## config.mk

```make
export PLATFORM = sky130hd
export DESIGN_NAME = aes_i2c_master
export DESIGN_NICKNAME = d
export VERILOG_FILES = /design/src/rtl/aes_i2c_pkg.sv /design/src/rtl/aes_i2c_master_bit_timer.sv /design/src/rtl/aes_i2c_master.sv
export SDC_FILE = /design/constraint.sdc
export NUM_CORES = 1
export LEC_CHECK = 0
export CAP_MARGIN = 20
export CORE_ASPECT_RATIO = 1.5
export CORE_MARGIN = 2
export CORE_UTILIZATION = 30
export CTS_CLUSTER_DIAMETER = 100
export DETAILED_ROUTE_END_ITERATION = 8
export MAX_ROUTING_LAYER = met4
export PLACE_DENSITY = 0.59
export SYNTH_ARGS = -nofsm -noshare
export SYNTH_HDL_FRONTEND = slang
export SYNTH_SLANG_ARGS = --single-unit
```

## constraint.sdc

```tcl
create_clock -name clk -period 2.9 [get_ports clk]
set_input_delay 0.87 -clock clk [delete_from_list [all_inputs] [get_ports clk]]
set_output_delay 0.87 -clock clk [all_outputs]
set_load 0.1 [all_outputs]
```

## src/rtl/aes_i2c_pkg.sv

```systemverilog
// aes_i2c_pkg: shared FSM states and bus constants for the AES key/ciphertext I2C master
package aes_i2c_pkg;
   typedef enum logic [3:0] {
      IDLE, START, ADDR, ADDR_ACK, WBYTE, WACK, RBYTE, RACK, STOP, DONE
   } state_e;
   localparam logic [6:0] SLV_ADDR_DEF = 7'b1011001;
   localparam int         KEY_BYTES    = 16;
   localparam logic       RW_WRITE     = 1'b0;
   localparam logic       RW_READ      = 1'b1;
endpackage

```

## src/rtl/aes_i2c_master_bit_timer.sv

```systemverilog
// i2c_bit_timer: splits a running bit cell into four quarters of QTR clocks
module i2c_bit_timer #(
   parameter int QTR = 5
) (
   input  logic       clk,
   input  logic       n_rst,
   input  logic       run,
   output logic [1:0] phase,
   output logic       phase_end,
   output logic       sample
);
   localparam int CW = $clog2(QTR);
   logic [CW-1:0] cnt_q, cnt_d;
   logic [1:0]    phase_q, phase_d;
   logic          qend;
   // quarter counter and phase step; both held at zero while idle
   always_comb begin
      qend    = cnt_q == CW'(QTR - 1);
      cnt_d   = (!run || qend) ? '0 : cnt_q + CW'(1);
      phase_d = !run ? 2'd0 : phase_q + {1'b0, qend};
   end
   // timer state register
   always_ff @(posedge clk or negedge n_rst) begin
      if (!n_rst) begin
         cnt_q   <= '0;
         phase_q <= 2'd0;
      end else begin
         cnt_q   <= cnt_d;
         phase_q <= phase_d;
      end
   end
   assign phase     = phase_q;
   assign phase_end = run && qend && phase_q == 2'd3;
   assign sample    = run && qend && phase_q == 2'd2;
endmodule

```

## src/rtl/aes_i2c_master.sv

```systemverilog
// aes_i2c_master: I2C master that writes a 128-bit AES key or reads one 128-bit ciphertext block
module aes_i2c_master
   import aes_i2c_pkg::*;
#(
   parameter int         QTR      = 5,
   parameter logic [6:0] SLV_ADDR = SLV_ADDR_DEF
) (
   input  logic         clk,
   input  logic         n_rst,
   input  logic         start_write,
   input  logic         start_read,
   input  logic [127:0] key_in,
   input  logic         sda_in,
   output logic         scl_out,
   output logic         sda_out,
   output logic         busy,
   output logic         done,
   output logic         nack_err,
   output logic [127:0] data_out
);
   localparam logic [3:0] LAST_BYTE = 4'(KEY_BYTES - 1);
   state_e       state_q, state_d;
   logic [2:0]   bit_q, bit_d;
   logic [3:0]   byte_q, byte_d;
   logic [7:0]   tx_q, tx_d;
   logic [127:0] key_q, key_d, rx_q, rx_d, data_q, data_d;
   logic         rw_q, rw_d, ack_q, ack_d, nack_q, nack_d;
   logic         scl_q, scl_d, sda_q, sda_d;
   logic         run, phase_end, sample;
   logic [1:0]   phase;

   assign run = !(state_q == IDLE || state_q == DONE);

   i2c_bit_timer #(.QTR(QTR)) u_timer (
      .clk       (clk),
      .n_rst     (n_rst),
      .run       (run),
      .phase     (phase),
      .phase_end (phase_end),
      .sample    (sample)
   );

   // next-state logic: FSM moves only at bit-cell ends, except accept and DONE->IDLE
   always_comb begin
      state_d = state_q;
      bit_d   = bit_q;
      byte_d  = byte_q;
      tx_d    = tx_q;
      key_d   = key_q;
      rx_d    = rx_q;
      data_d  = data_q;
      rw_d    = rw_q;
      nack_d  = nack_q;
      ack_d   = sample ? sda_in : ack_q;
      if (state_q == IDLE && (start_write || start_read)) begin
         state_d = START;
         rw_d    = start_write ? RW_WRITE : RW_READ;
         tx_d    = {SLV_ADDR, start_write ? RW_WRITE : RW_READ};
         key_d   = start_write ? key_in : key_q;
         bit_d   = 3'd7;
         byte_d  = 4'd0;
         nack_d  = 1'b0;
      end
      if (state_q == RBYTE && sample) rx_d = {rx_q[126:0], sda_in};
      if (state_q == DONE) state_d = IDLE;
      if (phase_end) begin
         unique case (state_q)
            START: state_d = ADDR;
            ADDR, WBYTE, RBYTE: begin
               bit_d = bit_q - 3'd1;
               tx_d  = {tx_q[6:0], 1'b0};
               if (bit_q == 3'd0)
                  state_d = state_q == ADDR ? ADDR_ACK : state_q == WBYTE ? WACK : RACK;
            end
            ADDR_ACK: begin
               if (ack_q) begin
                  state_d = STOP;
                  nack_d  = 1'b1;
               end else if (rw_q == RW_READ) begin
                  state_d = RBYTE;
               end else begin
                  state_d = WBYTE;
                  tx_d    = key_q[127:120];
                  key_d   = {key_q[119:0], 8'h00};
               end
            end
            WACK: begin
               byte_d = byte_q + 4'd1;
               if (byte_q == LAST_BYTE) begin
                  state_d = STOP;
               end else if (ack_q) begin
                  state_d = STOP;
                  nack_d  = 1'b1;
               end else begin
                  state_d = WBYTE;
                  tx_d    = key_q[127:120];
                  key_d   = {key_q[119:0], 8'h00};
               end
            end
            RACK: begin
               byte_d  = byte_q + 4'd1;
               state_d = byte_q == LAST_BYTE ? STOP : RBYTE;
            end
            STOP: begin
               state_d = DONE;
               if (rw_q == RW_READ && !nack_q) data_d = rx_q;
            end
            default: ;
         endcase
      end
   end

   // line drive decode; registered so SCL/SDA never glitch
   always_comb begin
      scl_d = !run ? 1'b1 : state_q == START ? !phase[1] : phase[1];
      sda_d = !run                                 ? 1'b1 :
              state_q == START                     ? phase == 2'd0 :
              state_q == STOP                      ? phase == 2'd3 :
              (state_q == ADDR || state_q == WBYTE) ? tx_q[7] :
              state_q == RACK                      ? byte_q == LAST_BYTE : 1'b1;
   end

   // state registers; reset releases both lines at once
   always_ff @(posedge clk or negedge n_rst) begin
      if (!n_rst) begin
         state_q <= IDLE;
         bit_q   <= 3'd0;
         byte_q  <= 4'd0;
         tx_q    <= 8'h00;
         key_q   <= '0;
         rx_q    <= '0;
         data_q  <= '0;
         rw_q    <= 1'b0;
         ack_q   <= 1'b0;
         nack_q  <= 1'b0;
         scl_q   <= 1'b1;
         sda_q   <= 1'b1;
      end else begin
         state_q <= state_d;
         bit_q   <= bit_d;
         byte_q  <= byte_d;
         tx_q    <= tx_d;
         key_q   <= key_d;
         rx_q    <= rx_d;
         data_q  <= data_d;
         rw_q    <= rw_d;
         ack_q   <= ack_d;
         nack_q  <= nack_d;
         scl_q   <= scl_d;
         sda_q   <= sda_d;
      end
   end

   assign scl_out  = scl_q;
   assign sda_out  = sda_q;
   assign busy     = run;
   assign done     = state_q == DONE;
   assign nack_err = nack_q;
   assign data_out = data_q;
endmodule

```

# Word level (Yosys, flattened, before mapping)
# Index checks and enable logic that the tools add are counted.
totals:
  reg_bits: 413
  latchBits: 0
  ram_bits: 0
  mem_bits_ro: 0
  in_bits: 133
  out_inout_bits: 133
  elab_cells: 98
  n_memories: 0
classes:
  addsub: 4
  mul: 0
  div: 0
  magnitude_cmp: 0
  eq_ne: 13
  n_shift: 0
  n_mux: 48
  bitwise: 0
  n_reduce_logical: 19
op_table:
  columns: ["operator", "n"]
  rows:
  - ["$mux 128", 7]
  - ["$pmux 128 s2", 1]
  - ["$mux 8", 6]
  - ["$mux 4", 11]
  - ["$pmux 4 s6", 1]
  - ["$pmux 8 s3", 1]
  - ["$eq 4x3->1 const B", 4]
  - ["$mux 3", 5]
  - ["$eq 4x4->1 const B", 3]
  - ["$mux 1", 12]
  - ["$eq 4x2->1 const B", 2]
  - ["$logic_and 1x1->1", 6]
  - ["$mux 2", 3]
  - ["$add 4x1->4 const B", 1]
  - ["$eq 2x2->1 const B", 2]
  - ["$eq 4x1->1 const B", 1]
  - ["$logic_not 4->1", 1]
  - ["$logic_or 1x1->1", 4]
  - ["$add 3x1->3 const B", 1]
  - ["$eq 3x3->1 const B", 1]
  - ["$logic_not 1->1", 3]
  - ["$logic_not 3->1", 1]
  - ["$reduce_and 3->1", 1]
  - ["$reduce_or 3->1", 1]
  - ["other kinds (5)", 5]

# Depth between registers and ports, before layout
# Gate-level depths: netlist of run 1.
depth:
  depth_word: 7
  depth_mapped: 9
  ltp_nobuf: 7

# Hierarchy
# Synthesis of run 1 repeated with hierarchy kept, for this count alone.
unflattened:
  cells_unflattened: 1310
  hier_area_um2: 17514.3
modules_own_cells:
  columns: ["mod", "n_inst", "cells_each", "area_each_um2", "seq_area_each_um2"]
  rows:
  - ["aes_i2c_master", 1, 1284, 17251.5, 10212.3]
  - ["i2c_bit_timer", 1, 26, 262.8, 125.1]

# Worst setup path after synthesis of run 1
# OpenSTA, ideal clock, no wires.
synth_timing:
  path_type: "reg2out"
  from: "reg state_q[0]"
  to: "out done"
  arrival_ps: 2095
  required_time_ps: 2030
  slack_ps: -65
  path_stages_with_launch: 5
  path_buffers: 2
  path_cell_list: "dfrtp_1 -> buf_4 -> clkbuf_1 -> nand2b_1 -> nor2_1"
synth_between:
  elab_chain_len: 1
synth_lines:
  columns: ["element", "line_no", "rtl"]
  rows:
  - ["start, declared", "aes_i2c_master.sv:22", "state_e state_q, state_d;"]
  - ["start signal, assigned", "aes_i2c_master.sv:139", "state_q <= state_d;"]
  - ["$eq 4x4->1", "aes_i2c_master.sv:157", "assign done = state_q == DONE;"]
  - ["end, declared", "aes_i2c_master.sv:17", "output logic done,"]
# Every way passes these cells.

# Worst setup path in the final report of run 1
layout_timing:
  from: "reg state_q[0]"
  to: "out busy"
layout_between:
  elab_chain_len: 3
  word_cells_on_any_way: 4
  cone_classes: "eq/ne: 1; reduce/logical: 3"
layout_lines:
  columns: ["element", "line_no", "rtl"]
  rows:
  - ["$eq 4x4->1 or $logic_not 4->1 (tied branches)", "aes_i2c_master.sv:32", "assign run = !(state_q == IDLE || state_q == DONE);"]
  - ["$logic_or 1x1->1 *", "aes_i2c_master.sv:32", null]
  - ["$logic_not 1->1 *", "aes_i2c_master.sv:32", null]
  - ["end, declared", "aes_i2c_master.sv:16", "output logic busy,"]
# Every way passes the cells marked *; elsewhere a longest branch is shown, timed or not.

==> results of run 1 <==
-- stage by stage --
step | setup WS [ns] | cell area, um2 | std cells | power (uW)
global placement | 0.464 | 20500 | 2260 | 6250
floorplan | 0.325 | 17300 | 1292 | 5900
global route | 0.0325 | 22000 | 2351 | 12300
detailed placement | 0.441 | 20500 | 2260 | 6250
CTS | 0.112 | 21900 | 2337 | 12100
finish | 0.133 | 22000 | 2351 | 11900
-- area by class of cell --
type	count	area [um2]	area share [%]
inverters	9	33.8	0.154
multi-input cells	774	6310	28.7
clock buffers	62	1220	5.54
diodes	14	35.0	0.159
repair buffers	301	2850	13.0
well taps	763	955	4.35
clock inverters	15	228	1.04
flip-flops and latches	413	10300	47.1
-- repair_timing --
item                                    in CTS  in global routing
resized for setup                            2                  0
buffers inserted                             0                  0
endpoints found under the setup margin       1                  0
-- metal layers --
metal	share of wire [%]	wire length, um	vias to the layer above	global-route usage [%]
met4	4.0	1730	0	7.81
met2	52	22400	238	24.7
met3	4.2	1810	78	2.76
met1	40	17400	5646	16.8
met5	0	0	-	-
li1	-	-	5161	-
-- power by group --
part / leakage [uW] / internal, uW / switching [uW]
combinational: 0.00382 / 182 / 186
clock: 0.000704 / 3380 / 2370
sequential: 0.00506 / 5760 / 2.83
total: 0.00958 / 9330 / 2560
-- cells by family after synthesis --
group,count (synthesis)
buf+inv,105
simple gates,212
fa+ha+maj,6
mux,378
xor+xnor,4
flops,413
compound gates,174
-- state kept, by name (all words and copies together), names as in the netlist --
register	flops
scl_out	1
bit_q	3
sda_out	1
u_timer.phase	2
key_q	128
byte_q	4
data_out	128
ack_q	1
rw_q	1
rx_q	128
state_q	4
nack_err	1
u_timer.cnt_q	3
tx_q	8
-- how the worst min path moves through the flow --
| stage | slack (ns) | cells past startpoint | endpoint |
|---|---|---|---|
| 6_report | 0.24 | 1 | key_q[83] |
| 5_1_grt | 0.25 | 1 | key_q[83] |
| 4_1_cts | 0.24 | 1 | rx_q[24] |
| 3_5_place_dp | 0.47 | 1 | u_timer.cnt_q[0] |
| 3_3_place_gp | 0.44 | 1 | u_timer.cnt_q[0] |
| 2_1_floorplan | 0.43 | 1 | u_timer.cnt_q[0] |
-- layout by cell type (no fill, tap or decap), types with 3 or more instances in the layout --
| cell | instances |
|---|---|
| buf_4 | 149 |
| buf_12 | 20 |
| dfrtp_1 | 410 |
| a21oi_1 | 17 |
| and2_1 | 4 |
| clkinv_2 | 5 |
| a32oi_1 | 3 |
| clkbuf_16 | 43 |
| nor3_1 | 7 |
| bufinv_16 | 5 |
| clkbuf_1 | 12 |
| diode_2 | 14 |
| and3_1 | 3 |
| a31oi_1 | 6 |
| nand4_1 | 5 |
| o21ai_1 | 91 |
| clkdlybuf4s50_1 | 131 |
| nand2b_1 | 5 |
| nand3_1 | 131 |
| nor2_1 | 11 |
| a221o_1 | 6 |
| clkbuf_8 | 7 |
| ha_1 | 6 |
| o21ai_0 | 40 |
| nand2_1 | 24 |
| nor2b_1 | 5 |
| mux2_2 | 258 |
| o21a_1 | 3 |
| mux2i_1 | 120 |
| inv_1 | 9 |
-- worst max-delay path, stage by stage (launching register included) --
cell and delay (ns):
dfrtp_2 0.56, nand2b_1 0.23, nand3_1 0.27, buf_12 0.27
==> results.md, run 1 <==
* RR Endpoint: key_q[93]
* Max VDD drop at 0.448 mV
* Synth Area in XOR/XNOR at 0.202%
* WL per Instance at 18.4 um
* DRT Pass-1 Iters at 5
* Ys async rst share at 100%
* Adder-Cell Fraction of Synth Area at 0.433%
* CP Capture Type: output pin
* Worst slew pin tran at 0.606 ns
* DRC Markers at 0
* Via count at 11100
* Cell Pwr Density at 541 mW/mm2
* #FFs+latches synth at 413
* GPL Wtd Cong at 0.808
* Die Footprint at 0.0598 mm2
* Minimum clock period at 2.77 ns
* Htree depth at 2
* EDFF count, synth at 0
* Largest family of logic cells by synthesized area: multiplexers
* Seq/Total Area, Yosys at 59.6%
* Total track usage at 14.8%
* Core Region at 0.0570 mm2
* Vias in the first global route at 11700
* Starting Density at 30.4%
* CP Class: reg2out
* Most common cell in the netlist: dfrtp_1
* Dpl hpwl at 29200 um
* RSZ-0062 raised after global routing: no
* Critical Path RT at 2.03 ns
* IO Count at 266
* I/O Buffers at 265
* Top cell type's share of synthesized area at 59.3%
* Final setup fails at 0
* Synthesized-area fraction occupied by and/or/nand/nor cells at 6.33%
* Final Hold Fails at 0
* Synth top area cells: dfrtp_1, mux2_2, mux2i_1
* Final Cycle Share at 95.4%
* Maximum fanout along the worst path at 18
* R2r worst-path depth at 8
* Grt ovf at 0
* Worst-path clk slew at 0.06 ns
* Share of cells above drive strength 1 at 32.1%
* First-pass GRT wire length at 68100 um
* Synthesis Warnings at 0
* Initial antenna violation count at 14
* CTS Buffer Depth at 3
* Most frequent cells after synthesis: dfrtp_1, mux2_2, nand3_1, mux2i_1, o21ai_1
* Number of max-cap violations at 0
* Flop2flop setup slack at 0.50 ns
* Fillers at 5597
* Hold Crit Class: in2async
* Gate count after technology mapping at 1292
* Crit path DAT at 1.90 ns
* Prevailing post-synth register cell: dfrtp_1
* Nets at 1681
* Post-Route Utilization at 38.5%
* Worst hold margin at 0.243 ns
* Drt via density at 4.73
* Crit path launch type: flip-flop
* Leak at 0.00958 uW
* Syn Nets at 1431
* Clk_lat worst skew at 0.57 ns
* Critical Path Source: state_q[0]
* Starting DRT DRC Count at 412
* Antenna Nets Post-Route at 0
* Fmax at 0.361 GHz
* Area Overhead vs Synth at 26.7%
* Syn avg cell area at 13.4 um2
* Slew Limit Headroom at 59.2%
* Total wire length at 43300 um
* Final Max Slew Viols at 0
* Largest net degree at the start of global routing at 122
* Clock skew at 0.0164 ns
* Cts hold-fix bufs at 0
* Die height at 298 um
* Cell row count at 107
* Critical Path Sink: busy
* CTS buffer count at 43
* Die Width at 200 um
* Clock sink count at 413
* TritonCTS clock tree: built
* Critical R2R Launch: u_timer.cnt_q[0]
* Synth Area in Compound Gates at 5.53%
* Post-Route Setup TNS at 0 ns
* Post-synth cell types at 45
* Synth area leader: dfrtp_1
* Post-Syn Area at 0.0173 mm2
* Mux contribution to synthesized area at 23.7%
* Clk Tree Root Cell: clkbuf_16
* Status: complete, no violations
Power figures use the tool's default switching activity.
==> run 2: changes to the inputs <==
PLACE_DENSITY = 0.6   (was 0.59)
clock period = 2.4 ns   (was 2.9 ns; I/O delays follow)
==> run 2 against run 1 <==
  * Via count up 0.85%
  * Worst hold slack worse by 0.20 ns
  * Critical path depth unchanged
==> results.md, run 2 (same netlist as run 1, synthesis figures left out) <==
* Antenna Nets Post-Route at 0 (unchanged)
* Maximum fanout along the worst path at 4 (-14)
* Critical R2R Launch: state_q[0]
* Flop2flop setup slack at 0.15 ns (-0.35 ns)
* Final Hold Fails at 0 (unchanged)
* Core Region at 0.0570 mm2 (unchanged)
* Hold Crit Class: in2async
* First-pass GRT wire length at 67900 um (-0.23%)
* Slew Limit Headroom at 49.9% (-9.3 points)
* Clk_lat worst skew at 0.58 ns (about the same)
* Crit path launch type: flip-flop
* Clk Tree Root Cell: clkbuf_16
* Leak at 0.00975 uW (+1.8%)
* Area Overhead vs Synth at 28.5%
* Clock skew at 0.0284 ns (+0.0120 ns)
* RR Endpoint: tx_q[5]
* CP top delay family: flip-flops
* Htree depth at 2 (unchanged)
* Vias in the first global route at 11900 (+1.4%)
* Number of max-cap violations at 0 (unchanged)
* Pwr Total at 14400 uW (+21%)
* Cell row count at 107 (unchanged)
* Final setup fails at 0 (unchanged)
* CP Capture Type: output pin
* TritonCTS clock tree: built
* Final Max Slew Viols at 0 (unchanged)
* DRT Pass-1 Iters at 5 (unchanged)
* Starting Density at 30.4% (unchanged)
* Minimum clock period at 2.33 ns
* Die Width at 200 um (unchanged)
* Final Cycle Share at 97.1%
* Worst-path clk slew at 0.06 ns (about the same)
* Worst Path Buf+Inv at 1 (unchanged)
* Worst path slowest cell: dfrtp_2
* Status: complete, no violations
* Starting DRT DRC Count at 513 (+25%)
* Post-Route Utilization at 39.1% (+0.55 points)
* Die height at 298 um (unchanged)
* CP Class: reg2out
* Most common cell after layout, fill and taps aside: dfrtp_1
* Cell Pwr Density at 647 mW/mm2 (+19%)
* Drt via density at 4.74 (+0.21%)
* Cts hold-fix bufs at 0 (unchanged)
* DRC Markers at 0 (unchanged)
* Critical Path RT at 1.68 ns (-0.35 ns)
* I/O Buffers at 265 (unchanged)
* Multi-input logic area at 0.00636 mm2 (+0.83%)
* GPL Wtd Cong at 0.825 (+2.1%)
* Max VDD drop at 0.494 mV (+10%)
* Share of cells above drive strength 1 at 33.7% (+1.6 points)
* CTS Buffer Depth at 3 (unchanged)
* Post-Route Setup TNS at 0 ns (unchanged)
* Clock sink count at 413 (unchanged)
* WL per Instance at 18.2 um (-1.0%)
* IO Count at 266 (unchanged)
* Worst slew pin tran at 0.751 ns (+0.146 ns)
* CP Cell Sequence: nand2b_4 > nor2_4 > buf_12
* Total track usage at 14.7% (-0.091 points)
* Largest net degree at the start of global routing at 129 (+5.7%)
* Via count at 11200 (+0.85%)
* Die Footprint at 0.0598 mm2 (unchanged)
* Max stage delay on crit path at 0.46 ns (-0.10 ns)
* Most frequent cells in the layout: dfrtp_1, mux2_2, buf_4
* Nets at 1702 (+1.2%)
* Fmax at 0.429 GHz
* Worst hold margin at 0.0453 ns (-0.198 ns)
* Initial antenna violation count at 8 (-6)
* Fillers at 5518 (-1.4%)
* Total wire length at 43100 um (-0.42%)
* Dpl hpwl at 29500 um (+1.2%)
* CP Depth at 3 (unchanged)
* Post-layout instance area at 0.0223 mm2 (+1.4%)
* Grt ovf at 0 (unchanged)
* Post-place instance area at 0.0207 mm2 (+0.83%)
* CTS buffer count at 42 (-2.3%)
* Register area at 0.0103 mm2 (about the same)
* RSZ-0062 raised after global routing: no
* Crit path DAT at 1.61 ns (-0.29 ns)
* R2r worst-path depth at 9 (+1)
-- run 2: cell types whose count changed in the layout (fill, tap and decap cells not counted), sizes merged --
cell	before	now
buf	170	192
diode	14	8
clkbuf	62	58
clkinv	5	7
bufinv	5	6
clkinvlp	2	1
inv	12	13
-- run 2: worst max path at each step --
stage | startpoint | to
2_1_floorplan | state_q[0] | done
3_3_place_gp | byte_q[0] | key_q[99]
3_5_place_dp | start_write | key_q[72]
4_1_cts | state_q[3] | busy
5_1_grt | state_q[0] | tx_q[4]
6_report | state_q[1] | done
-- run 2: timing repair --
item                                    4_1_cts  5_1_grt
setup buffers                                 9        1
pin swaps                                     1        2
endpoints found under the setup margin        2       46
gates resized for setup                      10        5
-- run 2: metrics by stage --
step	worst slack, ns	instances
global placement	0.153	2272
global route	0.0108	2366
detailed placement	0.115	2272
floorplan	0.0302	1292
CTS	-0.00986	2357
finish	0.0690	2366
-- run 2: power by group --
part / internal (uW) / leakage [uW] / switching [uW] / total [uW]
clock: 4140 / 0.000722 / 2850 / 6980
sequential: 6960 / 0.00506 / 1.36 / 6960
combinational: 233 / 0.00397 / 227 / 460
total: 11300 / 0.00975 / 3080 / 14400
-- run 2: final cells by class --
cell class                      instances  share of cell area [%]
Clock inverter                         18                    1.32
Clock buffer                           58                    5.30
Timing Repair Buffer                  323                    13.9
Inverter                                9                   0.152
Tap cell                              763                    4.29
Multi-Input combinational cell        774                    28.6
Sequential cell                       413                    46.4
Antenna cell                            8                  0.0899
-- run 2: routing by layer --
metal / vias up / part of all wire (%) / global-route usage [%]
met4: 0 / 3.2 / 5.91
li1: 5198 / - / -
met2: 238 / 52 / 25.5
met5: - / 0 / -
met1: 5716 / 41 / 16.9
met3: 65 / 4.0 / 2.46
